--- config.mk ---
export PLATFORM = sky130hd
export DESIGN_NAME = multi_dot_driver
export DESIGN_NICKNAME = d
export VERILOG_FILES = /design/src/rtl/driver_pkg.sv /design/src/rtl/hbridge_channel.sv /design/src/rtl/multi_dot_driver.sv
export SDC_FILE = /design/constraint.sdc
export NUM_CORES = 1
export LEC_CHECK = 0
export CAP_MARGIN = 30
export CORE_MARGIN = 1.5
export CORE_UTILIZATION = 57
export CTS_BUF_LIST = sky130_fd_sc_hd__clkbuf_2
export DETAILED_ROUTE_END_ITERATION = 12
export PLACE_DENSITY = 0.78
export SKIP_CTS_REPAIR_TIMING = 1
export SLEW_MARGIN = 20
export SYNTH_ARGS = -nofsm -noshare
export SYNTH_HDL_FRONTEND = slang
export SYNTH_HIERARCHICAL = 1
export SYNTH_SLANG_ARGS = --single-unit
--- constraint.sdc ---
create_clock -name clock -period 3.3 [get_ports clock]
set_clock_uncertainty 0.15 [all_clocks]
set_input_delay 0.825 -clock clock [delete_from_list [all_inputs] [get_ports clock]]
set_output_delay 0.825 -clock clock [all_outputs]
set_load 0.01 [all_outputs]
--- src/rtl/driver_pkg.sv ---
// Shared constants for the multi-dot H-bridge driver: FSM state codes and driver_io bit mapping.
// Latency: n/a (constants and pure functions only).
// Backpressure: n/a.
package driver_pkg;

    // Sequencer state encoding. Plain constants keep the code readable in older netlist viewers.
    localparam logic [2:0] ST_IDLE  = 3'd0;
    localparam logic [2:0] ST_FETCH = 3'd1;
    localparam logic [2:0] ST_DEAD  = 3'd2;
    localparam logic [2:0] ST_FIRE  = 3'd3;
    localparam logic [2:0] ST_DONE  = 3'd4;

    // Each channel k owns a bit pair in driver_io: p_out at [2k+1], n_out at [2k].
    localparam int P_OFS = 1;
    localparam int N_OFS = 0;

    function automatic int p_bit(input int ch);
        return 2 * ch + P_OFS;
    endfunction

    function automatic int n_bit(input int ch);
        return 2 * ch + N_OFS;
    endfunction

endpackage

--- src/rtl/hbridge_channel.sv ---
// One H-bridge leg pair: maps enable/polarity/invert onto p/n drive levels.
// Latency: purely combinational.
// Backpressure: none; p and n are mutually exclusive by construction.
//
// Ports:
//   enable   - channel participates in this firing step
//   polarity - pattern polarity bit
//   invert   - per-channel polarity inversion
//   p_out    - high side drive
//   n_out    - low side drive
module hbridge_channel (
    input  logic enable,
    input  logic polarity,
    input  logic invert,
    output logic p_out,
    output logic n_out
);

    logic dir;

    assign dir   = polarity ^ invert;
    // A disabled channel keeps both sides off; an enabled one drives exactly one side.
    assign p_out = enable & dir;
    assign n_out = enable & ~dir;

endmodule

--- src/rtl/multi_dot_driver.sv ---
// Sequences firing patterns from a small pattern RAM onto CHANNELS H-bridges with dead time.
// Latency: start -> 1 fetch cycle -> DEAD_TIME all-off cycles -> max(pulse_len,1) fire cycles per step.
// Backpressure: none; start and wr_en are ignored (wr_en flags wr_err) while a sequence is running.
//
// Ports:
//   clock, reset          - system clock, synchronous active-high reset
//   wr_en/wr_addr/wr_data - pattern write, data = {enable[CHANNELS], polarity[CHANNELS]}
//   start, seq_first, seq_last, pulse_len - sequence request and its parameters
//   output_active         - master arm, filtered over ACTIVE_FILT cycles
//   inverter_select       - per-channel polarity inversion, latched at start
//   busy, done, abort, wr_err - status; done/abort/wr_err are one-cycle pulses
//   driver_io             - bridge drive, [2k+1]=p_out, [2k]=n_out of channel k
module multi_dot_driver
    import driver_pkg::*;
#(
    parameter int CHANNELS    = 4,
    parameter int MEM_DEPTH   = 48,
    parameter int ADDR_W      = 6,
    parameter int PULSE_W     = 16,
    parameter int DEAD_TIME   = 2,
    parameter int ACTIVE_FILT = 4
) (
    input  logic                  clock,
    input  logic                  reset,
    input  logic                  wr_en,
    input  logic [ADDR_W-1:0]     wr_addr,
    input  logic [2*CHANNELS-1:0] wr_data,
    input  logic                  start,
    input  logic [ADDR_W-1:0]     seq_first,
    input  logic [ADDR_W-1:0]     seq_last,
    input  logic [PULSE_W-1:0]    pulse_len,
    input  logic                  output_active,
    input  logic [CHANNELS-1:0]   inverter_select,
    output logic                  busy,
    output logic                  done,
    output logic                  abort,
    output logic                  wr_err,
    output logic [2*CHANNELS-1:0] driver_io
);

    localparam int DW = 2 * CHANNELS;
    localparam int FW = $clog2(ACTIVE_FILT + 1);

    logic [2:0]          state;
    logic [FW-1:0]       filt_cnt;
    logic                qual;
    logic [ADDR_W-1:0]   addr;
    logic [ADDR_W-1:0]   last_q;
    logic [PULSE_W-1:0]  plen_q;
    logic [PULSE_W-1:0]  fire_len;
    logic [PULSE_W-1:0]  step_cnt;
    logic [CHANNELS-1:0] inv_q;
    logic [DW-1:0]       pat_q;
    logic [DW-1:0]       rd_dat;
    logic [DW-1:0]       fire_vec;
    logic [DW-1:0]       drv_q;
    logic                abort_q;
    logic                wr_err_q;
    logic                wr_ok;
    logic                wr_bad;
    logic                in_seq;
    logic [ADDR_W-1:0]   next_addr;

    logic [DW-1:0] mem [MEM_DEPTH];

    // ------------------------------------------------------------------
    // output_active qualification: saturating run-length counter.
    // ------------------------------------------------------------------
    always_ff @(posedge clock) begin
        if (reset) begin
            filt_cnt <= '0;
        end else if (!output_active) begin
            filt_cnt <= '0;
        end else if (!qual) begin
            filt_cnt <= filt_cnt + FW'(1);
        end
    end

    assign qual = (filt_cnt == FW'(ACTIVE_FILT));

    // ------------------------------------------------------------------
    // Pattern memory. Not reset so patterns survive a reset.
    // ------------------------------------------------------------------
    assign wr_ok  = wr_en && (state == ST_IDLE) && (int'(wr_addr) < MEM_DEPTH);
    assign wr_bad = wr_en && !wr_ok;

    always_ff @(posedge clock) begin
        if (wr_ok) begin
            mem[wr_addr] <= wr_data;
        end
    end

    // Out-of-range start addresses read as an all-disabled pattern.
    assign rd_dat = (int'(addr) < MEM_DEPTH) ? mem[addr] : '0;

    // ------------------------------------------------------------------
    // Per-channel mapping of the fetched pattern to p/n levels.
    // ------------------------------------------------------------------
    for (genvar k = 0; k < CHANNELS; k++) begin : g_ch
        hbridge_channel u_ch (
            .enable   (pat_q[CHANNELS + k]),
            .polarity (pat_q[k]),
            .invert   (inv_q[k]),
            .p_out    (fire_vec[p_bit(k)]),
            .n_out    (fire_vec[n_bit(k)])
        );
    end

    // ------------------------------------------------------------------
    // Sequencer.
    // ------------------------------------------------------------------
    assign fire_len  = (plen_q == '0) ? PULSE_W'(1) : plen_q;
    assign next_addr = (int'(addr) == MEM_DEPTH - 1) ? '0 : addr + ADDR_W'(1);
    assign in_seq    = (state == ST_FETCH) || (state == ST_DEAD) || (state == ST_FIRE);

    always_ff @(posedge clock) begin
        if (reset) begin
            state    <= ST_IDLE;
            addr     <= '0;
            last_q   <= '0;
            plen_q   <= '0;
            inv_q    <= '0;
            pat_q    <= '0;
            step_cnt <= '0;
            drv_q    <= '0;
            abort_q  <= 1'b0;
            wr_err_q <= 1'b0;
        end else begin
            abort_q  <= 1'b0;
            wr_err_q <= wr_bad;

            if (in_seq && !qual) begin
                // Arm lost mid-sequence: outputs are already gated off, unwind to IDLE.
                state    <= ST_IDLE;
                drv_q    <= '0;
                step_cnt <= '0;
                abort_q  <= 1'b1;
            end else begin
                case (state)
                    ST_IDLE: begin
                        drv_q <= '0;
                        if (start && qual) begin
                            addr     <= seq_first;
                            last_q   <= seq_last;
                            plen_q   <= pulse_len;
                            inv_q    <= inverter_select;
                            step_cnt <= '0;
                            state    <= ST_FETCH;
                        end
                    end
                    ST_FETCH: begin
                        pat_q    <= rd_dat;
                        step_cnt <= '0;
                        state    <= ST_DEAD;
                    end
                    ST_DEAD: begin
                        if (step_cnt == PULSE_W'(DEAD_TIME - 1)) begin
                            // Load the drive register so FIRE starts with the pattern on the pins.
                            step_cnt <= '0;
                            drv_q    <= fire_vec;
                            state    <= ST_FIRE;
                        end else begin
                            step_cnt <= step_cnt + PULSE_W'(1);
                        end
                    end
                    ST_FIRE: begin
                        if (step_cnt == fire_len - PULSE_W'(1)) begin
                            step_cnt <= '0;
                            drv_q    <= '0;
                            if (addr == last_q) begin
                                state <= ST_DONE;
                            end else begin
                                addr  <= next_addr;
                                state <= ST_FETCH;
                            end
                        end else begin
                            step_cnt <= step_cnt + PULSE_W'(1);
                        end
                    end
                    ST_DONE: begin
                        state <= ST_IDLE;
                    end
                    default: begin
                        state <= ST_IDLE;
                        drv_q <= '0;
                    end
                endcase
            end
        end
    end

    // Combinational kill path: a dropped arm removes drive in the same cycle it is seen.
    assign driver_io = drv_q & {DW{qual}};
    assign busy      = (state != ST_IDLE);
    assign done      = (state == ST_DONE);
    assign abort     = abort_q;
    assign wr_err    = wr_err_q;

endmodule
---- Yosys cells after proc, flatten, opt, wreduce, memory -nomap -nowiden ----
Memory sizes are Yosys's and may differ from the RTL's. A register that Yosys moved wholly into a read port is not among the register bits.
Index checks and enable logic that the tools add are counted.
word-level totals
  output and inout port bits .............. 12
  input port bits ......................... 51
  memory bits (writable) .................. 384
  bits in registers ....................... 72
  word-level logic and storage cells ...... 98
  memories kept ........................... 1
memories
  name  depth  bits a word  rd ports  clocked after Yosys merged registers in  wr ports  RTL line                RTL
  mem   48     8            1         1                                        1         multi_dot_driver.sv:64  logic [DW-1:0] mem [MEM_DEPTH];
cells by class
  multiplexer cells ....................... 24
  add/subtract/negate cells ............... 4
  magnitude comparators ................... 2
  equal/unequal tests ..................... 13
  bitwise logic cells ..................... 20
  reduce and logical (&&, ||, !) cells .... 23
operators by type and width
  cell                                                 count
  two-way mux 16 bit                                   4
  one-hot mux 16 bit (4 select lines)                  1
  two-way mux 6 bit                                    6
  two-way mux 8 bit                                    3
  one-hot mux 8 bit (3 select lines)                   1
  adder 16 x 1 -> 16 bit (second input constant)       1
  == test 16 x 1 -> 1 bit (second input constant)      1
  == test 16 bit                                       1
  logical NOT 16 bit                                   1
  subtractor 16 x 1 -> 16 bit (second input constant)  1
  less-than comparator 6 bit (second input constant)   2
  two-way mux 3 bit                                    4
  one-hot mux 3 bit (4 select lines)                   1
  one-hot mux 6 bit (2 select lines)                   1
  AND reduction 3 bit                                  3
  bitwise AND 1 bit                                    8
  bitwise AND 8 bit                                    1
  inverter 1 bit                                       7
  adder 6 x 1 -> 6 bit (second input constant)         1
  == test 3 x 2 -> 1 bit (second input constant)       2
  == test 3 bit (second input constant)                2
  == test 6 bit                                        1
  == test 6 bit (second input constant)                1
  != test 2 x 1 -> 1 bit (second input constant)       3
  15 further kinds                                     29

---- Longest topological paths before layout ----
Gate-level depths: netlist of run 1.
  depth after elaboration ................. 8
  mapped depth ............................ 14
  depth with buffers taken out ............ 12

---- Modules after synthesis ----
Netlist of run 1, hierarchy kept.
modules (own cells, without submodules)
  module            cells each  seq. area each (µm²)  times used  area each (µm²)
  multi_dot_driver  1,156       13,092.6              1           18,834.3
  hbridge_channel   3           0.0                   4           21.3

---- Worst setup path after synthesis of run 1 ----
Ideal clock, no wire load.
  path type ............................... register -> register
  start point ............................. register plen_q[10]
  end point ............................... register step_cnt[15]
  cell stages (with the launch flop) ...... 14
  setup time .............................. 0.114 ns
  slack ................................... -0.298 ns
  buffers on the path ..................... 1
  arrival ................................. 3.334 ns
  cells stage by stage .................... dfxtp_1 -> nor4_1 -> nand4_1 -> nor2b_1 -> ha_1 -> nor2b_1 -> or3_1 -> a31oi_1 -> o211ai_1 -> nor4_4 -> a31o_2 -> buf_4 -> o22ai_1 -> a21o_1
on the way
  longest elaborated chain between the ends .. 6
ends and longest elaborated chain
  element                                RTL line                 RTL
  from (decl)                            multi_dot_driver.sv:49   logic [PULSE_W-1:0] plen_q;
  from (signal assigned)                 multi_dot_driver.sv:145  plen_q <= pulse_len;
  logical NOT 16 bit                     multi_dot_driver.sv:112  assign fire_len = (plen_q == '0) ? PULSE_W'(1) : plen_q;
  two-way mux 16 bit *                   multi_dot_driver.sv:112
  subtractor 16 x 1 -> 16 bit *          multi_dot_driver.sv:167  if (step_cnt == fire_len - PULSE_W'(1)) begin
  == test 16 bit *                       multi_dot_driver.sv:167
  two-way mux 16 bit *                   multi_dot_driver.sv:167
  one-hot mux 16 bit (4 select lines) *  multi_dot_driver.sv:139  case (state)
  to (signal assigned)                   multi_dot_driver.sv:163  step_cnt <= step_cnt + PULSE_W'(1);
  to (signal assigned)                   multi_dot_driver.sv:177  step_cnt <= step_cnt + PULSE_W'(1);
  to (decl)                              multi_dot_driver.sv:51   logic [PULSE_W-1:0] step_cnt;
Mark *: on every way between the ends. The rest lies on a longest branch, timed or not.
A chain may end at the register's enable or synchronous reset.

---- Worst setup path after layout of run 1 ----
  start point ............................. register plen_q[12]
  end point ............................... register addr[4]
on the way
  longest elaborated chain between the ends .. 6
ends and longest elaborated chain
  element                             RTL line                 RTL
  logical NOT 16 bit                  multi_dot_driver.sv:112
  two-way mux 16 bit *                multi_dot_driver.sv:112
  subtractor 16 x 1 -> 16 bit *       multi_dot_driver.sv:167
  == test 16 bit *                    multi_dot_driver.sv:167
  != test 2 x 1 -> 1 bit (no line) *  n/a
  AND reduction 5 bit (no line) *     n/a
  to (signal assigned)                multi_dot_driver.sv:143  addr <= seq_first;
  to (signal assigned)                multi_dot_driver.sv:173  addr <= next_addr;
  to (decl)                           multi_dot_driver.sv:47   logic [ADDR_W-1:0] addr;
Marked as above.

==> results of run 1 <==
[cell families (layout without fill, tap and decap cells)]
logic type,count (synthesis),count (layout)
AOI/OAI and AO/OA,122,122
xor gates and xnor gates,25,25
adders and majority gates,6,6
buffers and inverters,68,386
DFF,462,462
muxes,132,132
other,0,2
and+or+nand+nor,353,353
[worst min path at each step]
stage                                      from  slack, ps  depth (start not counted)                endpoint
final                               seq_last[3]        240                          3  last_q[3]$_SDFFE_PP0P_
after global routing                seq_last[3]        170                          3  last_q[3]$_SDFFE_PP0P_
after CTS                           seq_last[3]        150                          3  last_q[3]$_SDFFE_PP0P_
after detailed placement  inv_q[3]$_SDFFE_PP0P_        310                          2   inv_q[3]$_SDFFE_PP0P_
after global placement    pat_q[7]$_SDFFE_PP0P_        300                          2   pat_q[7]$_SDFFE_PP0P_
after floorplan           pat_q[4]$_SDFFE_PP0P_        280                          2   pat_q[4]$_SDFFE_PP0P_
[layout by cell type, fill, tap and decap left out, types with 6 or more instances in the layout]
master                            netlist  layout
sky130_fd_sc_hd__nand2b_4               0       8
sky130_fd_sc_hd__dfxtp_1               78      69
sky130_fd_sc_hd__a32oi_1                9       9
sky130_fd_sc_hd__and2_1                10       9
sky130_fd_sc_hd__nor4_1                 8       6
sky130_fd_sc_hd__dlymetal6s2s_1         0       9
sky130_fd_sc_hd__o21ai_0               27      16
sky130_fd_sc_hd__xor2_1                 9       9
sky130_fd_sc_hd__xnor2_1               16      16
sky130_fd_sc_hd__inv_1                  8       7
sky130_fd_sc_hd__clkinv_1               0      32
sky130_fd_sc_hd__a21oi_1               53      50
sky130_fd_sc_hd__nor2b_1               12      10
sky130_fd_sc_hd__nand4_1                8       8
sky130_fd_sc_hd__buf_6                  0       6
sky130_fd_sc_hd__clkinv_2               0       7
sky130_fd_sc_hd__nor3_1                15      14
sky130_fd_sc_hd__nand2_1              115     115
sky130_fd_sc_hd__clkdlybuf4s50_1        0      51
sky130_fd_sc_hd__o211ai_1               6       6
sky130_fd_sc_hd__nor2_1                85      83
sky130_fd_sc_hd__buf_4                  1     114
sky130_fd_sc_hd__nand3_1               34      34
sky130_fd_sc_hd__and3_1                19      19
sky130_fd_sc_hd__mux2i_1               11      10
sky130_fd_sc_hd__mux4_2               120     120
sky130_fd_sc_hd__dfxtp_2                0       6
sky130_fd_sc_hd__o21ai_2                0       7
sky130_fd_sc_hd__edfxtp_1             384     384
sky130_fd_sc_hd__clkbuf_2               0     146
[power groups by stage]
| stage | clock [mW] | combinational (mW) | sequential [mW] |
|---|---|---|---|
| 6_report | 3.59 | 0.390 | 6.33 |
| 5_1_grt | 3.95 | 0.417 | 6.34 |
| 4_1_cts | 3.67 | 0.352 | 6.33 |
| 3_5_place_dp | 0 | 0.350 | 6.46 |
| 3_3_place_gp | 0 | 0.336 | 6.46 |
| 2_1_floorplan | 0 | 0.134 | 6.46 |
[worst max-delay path, stage by stage (launching register included)]
cell	delay [ps]
sky130_fd_sc_hd__dfxtp_4	370
sky130_fd_sc_hd__nor4_4	330
sky130_fd_sc_hd__nand4_1	150
sky130_fd_sc_hd__nor2b_2	180
sky130_fd_sc_hd__ha_2	220
sky130_fd_sc_hd__nor2b_1	130
sky130_fd_sc_hd__or3_1	310
sky130_fd_sc_hd__a31oi_2	180
sky130_fd_sc_hd__o211ai_1	160
sky130_fd_sc_hd__nor4_4	310
sky130_fd_sc_hd__buf_4	180
sky130_fd_sc_hd__a31oi_4	130
sky130_fd_sc_hd__a211o_1	310
sky130_fd_sc_hd__a21oi_1	120
[synth_stat cells, types with 2 or more instances]
cell	instances
sky130_fd_sc_hd__nor3b_1	5
sky130_fd_sc_hd__nand3b_1	2
sky130_fd_sc_hd__mux4_2	120
sky130_fd_sc_hd__nor3_1	15
sky130_fd_sc_hd__nor4b_1	4
sky130_fd_sc_hd__and2_1	10
sky130_fd_sc_hd__a21oi_1	53
sky130_fd_sc_hd__nor2b_1	12
sky130_fd_sc_hd__nand4_1	8
sky130_fd_sc_hd__a31o_2	2
sky130_fd_sc_hd__or3b_2	2
sky130_fd_sc_hd__nor4_1	8
sky130_fd_sc_hd__o31ai_1	3
sky130_fd_sc_hd__a21o_1	2
sky130_fd_sc_hd__a211oi_1	3
sky130_fd_sc_hd__o21a_1	2
sky130_fd_sc_hd__nand2_1	115
sky130_fd_sc_hd__nand3_1	34
sky130_fd_sc_hd__nor4bb_1	2
sky130_fd_sc_hd__or2_2	4
sky130_fd_sc_hd__o211ai_1	6
sky130_fd_sc_hd__a31oi_1	5
sky130_fd_sc_hd__xnor2_1	16
sky130_fd_sc_hd__a221oi_1	2
sky130_fd_sc_hd__nand2b_1	13
sky130_fd_sc_hd__clkbuf_1	49
sky130_fd_sc_hd__ha_1	6
sky130_fd_sc_hd__or3_1	4
sky130_fd_sc_hd__or4_1	3
sky130_fd_sc_hd__inv_1	8
sky130_fd_sc_hd__mux2i_1	11
sky130_fd_sc_hd__a32oi_1	9
sky130_fd_sc_hd__xor2_1	9
sky130_fd_sc_hd__nor2_1	85
sky130_fd_sc_hd__edfxtp_1	384
sky130_fd_sc_hd__buf_1	9
sky130_fd_sc_hd__and3_1	19
sky130_fd_sc_hd__o21ai_0	27
sky130_fd_sc_hd__dfxtp_1	78
[cell type report]
class                      count  area, um2  area share [%]
clock buffer                 145        726            3.28
clock inverter                47        258            1.16
inverter                       8       30.0           0.136
tap                          442        553            2.50
multi-input combinational    638       5830            26.3
antenna                        2       5.00          0.0226
sequential                   462      13100            59.2
timing repair buffer         186       1620            7.33
[layer usage]
layer	part of all wire [%]	vias up
li1	-	5146
met1	39	5646
met2	51	518
met3	7.9	75
met4	2.2	0
met5	0	-
[through the flow]
| step | cell area [um2] | power (mW) | cells |
|---|---|---|---|
| 6_report | 22100 | 10.3 | 1930 |
| 5_1_grt | 22100 | 10.7 | 1930 |
| 4_1_cts | 21700 | 10.4 | 1915 |
| 3_5_place_dp | 20800 | 6.81 | 1723 |
| 3_3_place_gp | 20800 | 6.80 | 1723 |
| 2_1_floorplan | 18900 | 6.60 | 1168 |
[registers in the layout, summed over array words and instances, names as in the netlist, named ones only]
name,flops
abort,1
addr,6
drv_q,8
filt_cnt,3
inv_q,4
last_q,6
mem,384
pat_q,8
plen_q,16
state,3
step_cnt,16
wr_err,1
==> results.md, run 1 <==
- The flow ran to the end, and the final reports show no timing, DRC or antenna violations.
- The adder-cell share of the synthesized area is less than 1%.
- The iteration count of the initial detailed-routing pass is 7.
- The clock insertion delay at the later pin of the skew report is approximately 1000 ps.
- By area the synthesized netlist is led by sky130_fd_sc_hd__edfxtp_1 61%, sky130_fd_sc_hd__mux4_2 14%, sky130_fd_sc_hd__dfxtp_1 8.3%.
- The data required time at the worst endpoint is 4070 ps.
- The die covers ~34000 um2.
- In the routed layout, each cell is associated on average with a via count of roughly 5.9.
- In this run the worst hold path is classified as primary input to flop.
- The maximum clock insertion buffer count is 3.
- Combinational logic is responsible for around 3.8% of the overall power.
- The average instance area after synthesis is between 15 and 20 um2.
- Counting the buffers created by CTS gives roughly 110.
- The core area is around 33000 um2.
- Setup repair after global routing could not meet its margin everywhere.
- For this design the ratio of total power to cell area is about 470 nW/um2.
- The detailed placer's ending HPWL is between 20000 and 30000 um.
- Yosys printed 6 warnings.
- Entering global routing, the biggest net connects 49 pins.
- The area share of the leading cell type in the synthesized netlist is 60.9%.
- The most heavily used metal layer in global routing is met2.
- The internal portion of the total power is 7.85 mW.
- The count of nets left with antenna violations once routing finished came out at 0.
- The fraction of power consumed by the clock network is 34.8%.
- The cell row count is 66.
- The fraction of the mapped netlist area in compound gates is under 10%.
- The starting utilization of the core area is 58.0%.
- The sequential fraction of the synthesis area is 69.2%.
- OpenSTA, run right after detailed placement, puts the worst setup slack at -151 ps.
- The largest family of logic cells by synthesized area is multiplexers.
- The analysis attributes to cell leakage a power of ~7.6 nW.
- Setup violations remaining at the end of the flow were counted as 0.
- The terminus of the critical flop-to-flop path is addr[4]$_SDFFE_PP0P_.
- In the post-route analysis, the smallest setup slack over all paths is 27.6 ps.
- The buffer cell driving the clock tree root is sky130_fd_sc_hd__clkbuf_2.
- For this design the total switching power over the nets is about 2.5 mW.
- The via count of the first global-routing pass is between 10000 and 15000.
- The count of unresolved DRC violations after routing is 0.
- The most used flip-flop cell after synthesis is sky130_fd_sc_hd__edfxtp_1.
- IR analysis of the VDD net gives a maximum drop of approximately 380 uV.
- 63 I/O pins were placed.
- The area growth from synthesis to layout is 17.0%.
- In this run the tool buffered the top-level ports with 62 buffer cells.
- In this run switching power makes up a little under a quarter of total power.
- The number of failing hold endpoints at the final stage is 0.
- In this run the worst path has a maximum fanout of 6.
- Clock tree synthesis found a total of roughly 460 sinks.
- The post-synthesis share of cell area spent on and, or, nand and nor gates is ~9.1%.
- Per report_power, the sequential group accounts for about three fifths of the total.
- The headroom to the max-slew limit is 38.8%.
- The met2 routing resource usage after global routing is ~42%.
- The met1 track demand over resource in global routing is between 30% and 40%.
- Summed over all failing endpoints, the final setup total negative slack is 0 ps.
- The sum of routed wire length over all layers is 42200 um.
- Global routing used slightly below 5% of the available met3 tracks.
- The clock-pin slew on the worst setup and hold paths is about 130 ps.
- The transition at the pin with the smallest max-transition slack is a little over 900 ps.
- Synthesis produced a netlist with a net count of 1225.
- TritonCTS built the clock tree.
- For this block, the initial DRC count from the detailed router was roughly 1100.
- The global router's overall resource usage is 25.4%.
- Once layout is complete, the utilization of the core stands at approximately two thirds.
- The congestion estimate from routability-driven global placement came to 0.888.
- The count of cells along the worst register-to-register path is 13.
- The overflow left after global routing is 0.
- The number of nets in the layout is between 1000 and 1500.
- The tool flagged a number of max-cap violations equal to 0.
- The fraction of registers with async set/reset is 0%.
- Tracing the worst setup path back leads to its startpoint at plen_q[12]$_SDFFE_PP0P_.
- The worst hold slack after final layout is 240 ps.
- The category of the critical setup timing path is flop to flop.
- Of the total synthesized cell area, the portion taken by XOR and XNOR cells is under 10%.
- The H-tree was split into 3 levels.
- The worst endpoint data arrival time is just over 4000 ps.
- The startpoint identified for the worst register-to-register timing path is plen_q[12]$_SDFFE_PP0P_.
- The post-route netlist has between 30% and 40% of its cells at a drive strength greater than 1.
- The count of different cell masters after synthesis is between 50 and 60.
- The final critical path takes up between 90% and 100% of the cycle.
- The final max-slew violation count came to 0.
- The final route contains 11400 vias.
- The area of the mapped netlist is around 19000 um2.
- The die outline width is about 190 um.
- The filler cells instantiated in the layout total 2200.
- The highest attainable clock frequency is about 310 MHz.
- The termination of the worst setup path is addr[4]$_SDFFE_PP0P_.
- The number of instances in the synthesized netlist is 1168.
- The first global-routing pass estimated 64400 um of wire.
- The register-to-register setup slack is 30 ps.
- The die is roughly 190 um tall.
- The endpoint type of the worst setup path is a flop.
- The per-cell routed wire length is 21.9 um.
- The synthesized design contains 384 enable-type register cells.
- The initial antenna violation count is 2.
- The number of flip-flops and latches in the synthesized netlist is 462.
- The category of the worst setup path launch point is a flop.
- The biggest area contributor in the post-synthesis netlist is sky130_fd_sc_hd__edfxtp_1.
- Multiplexer cells account for between 10% and 20% of the synthesized area.
- After layout, the minimum clock period comes to 3270 ps.
No activity file was read; power rests on OpenSTA's default activity.
==> run 2: changes to the inputs <==
Settings changed: HOLD_SLACK_MARGIN set to 0.03.
==> results of run 2 <==
No change in the layout: final DEF, timing and power equal those of run 1.
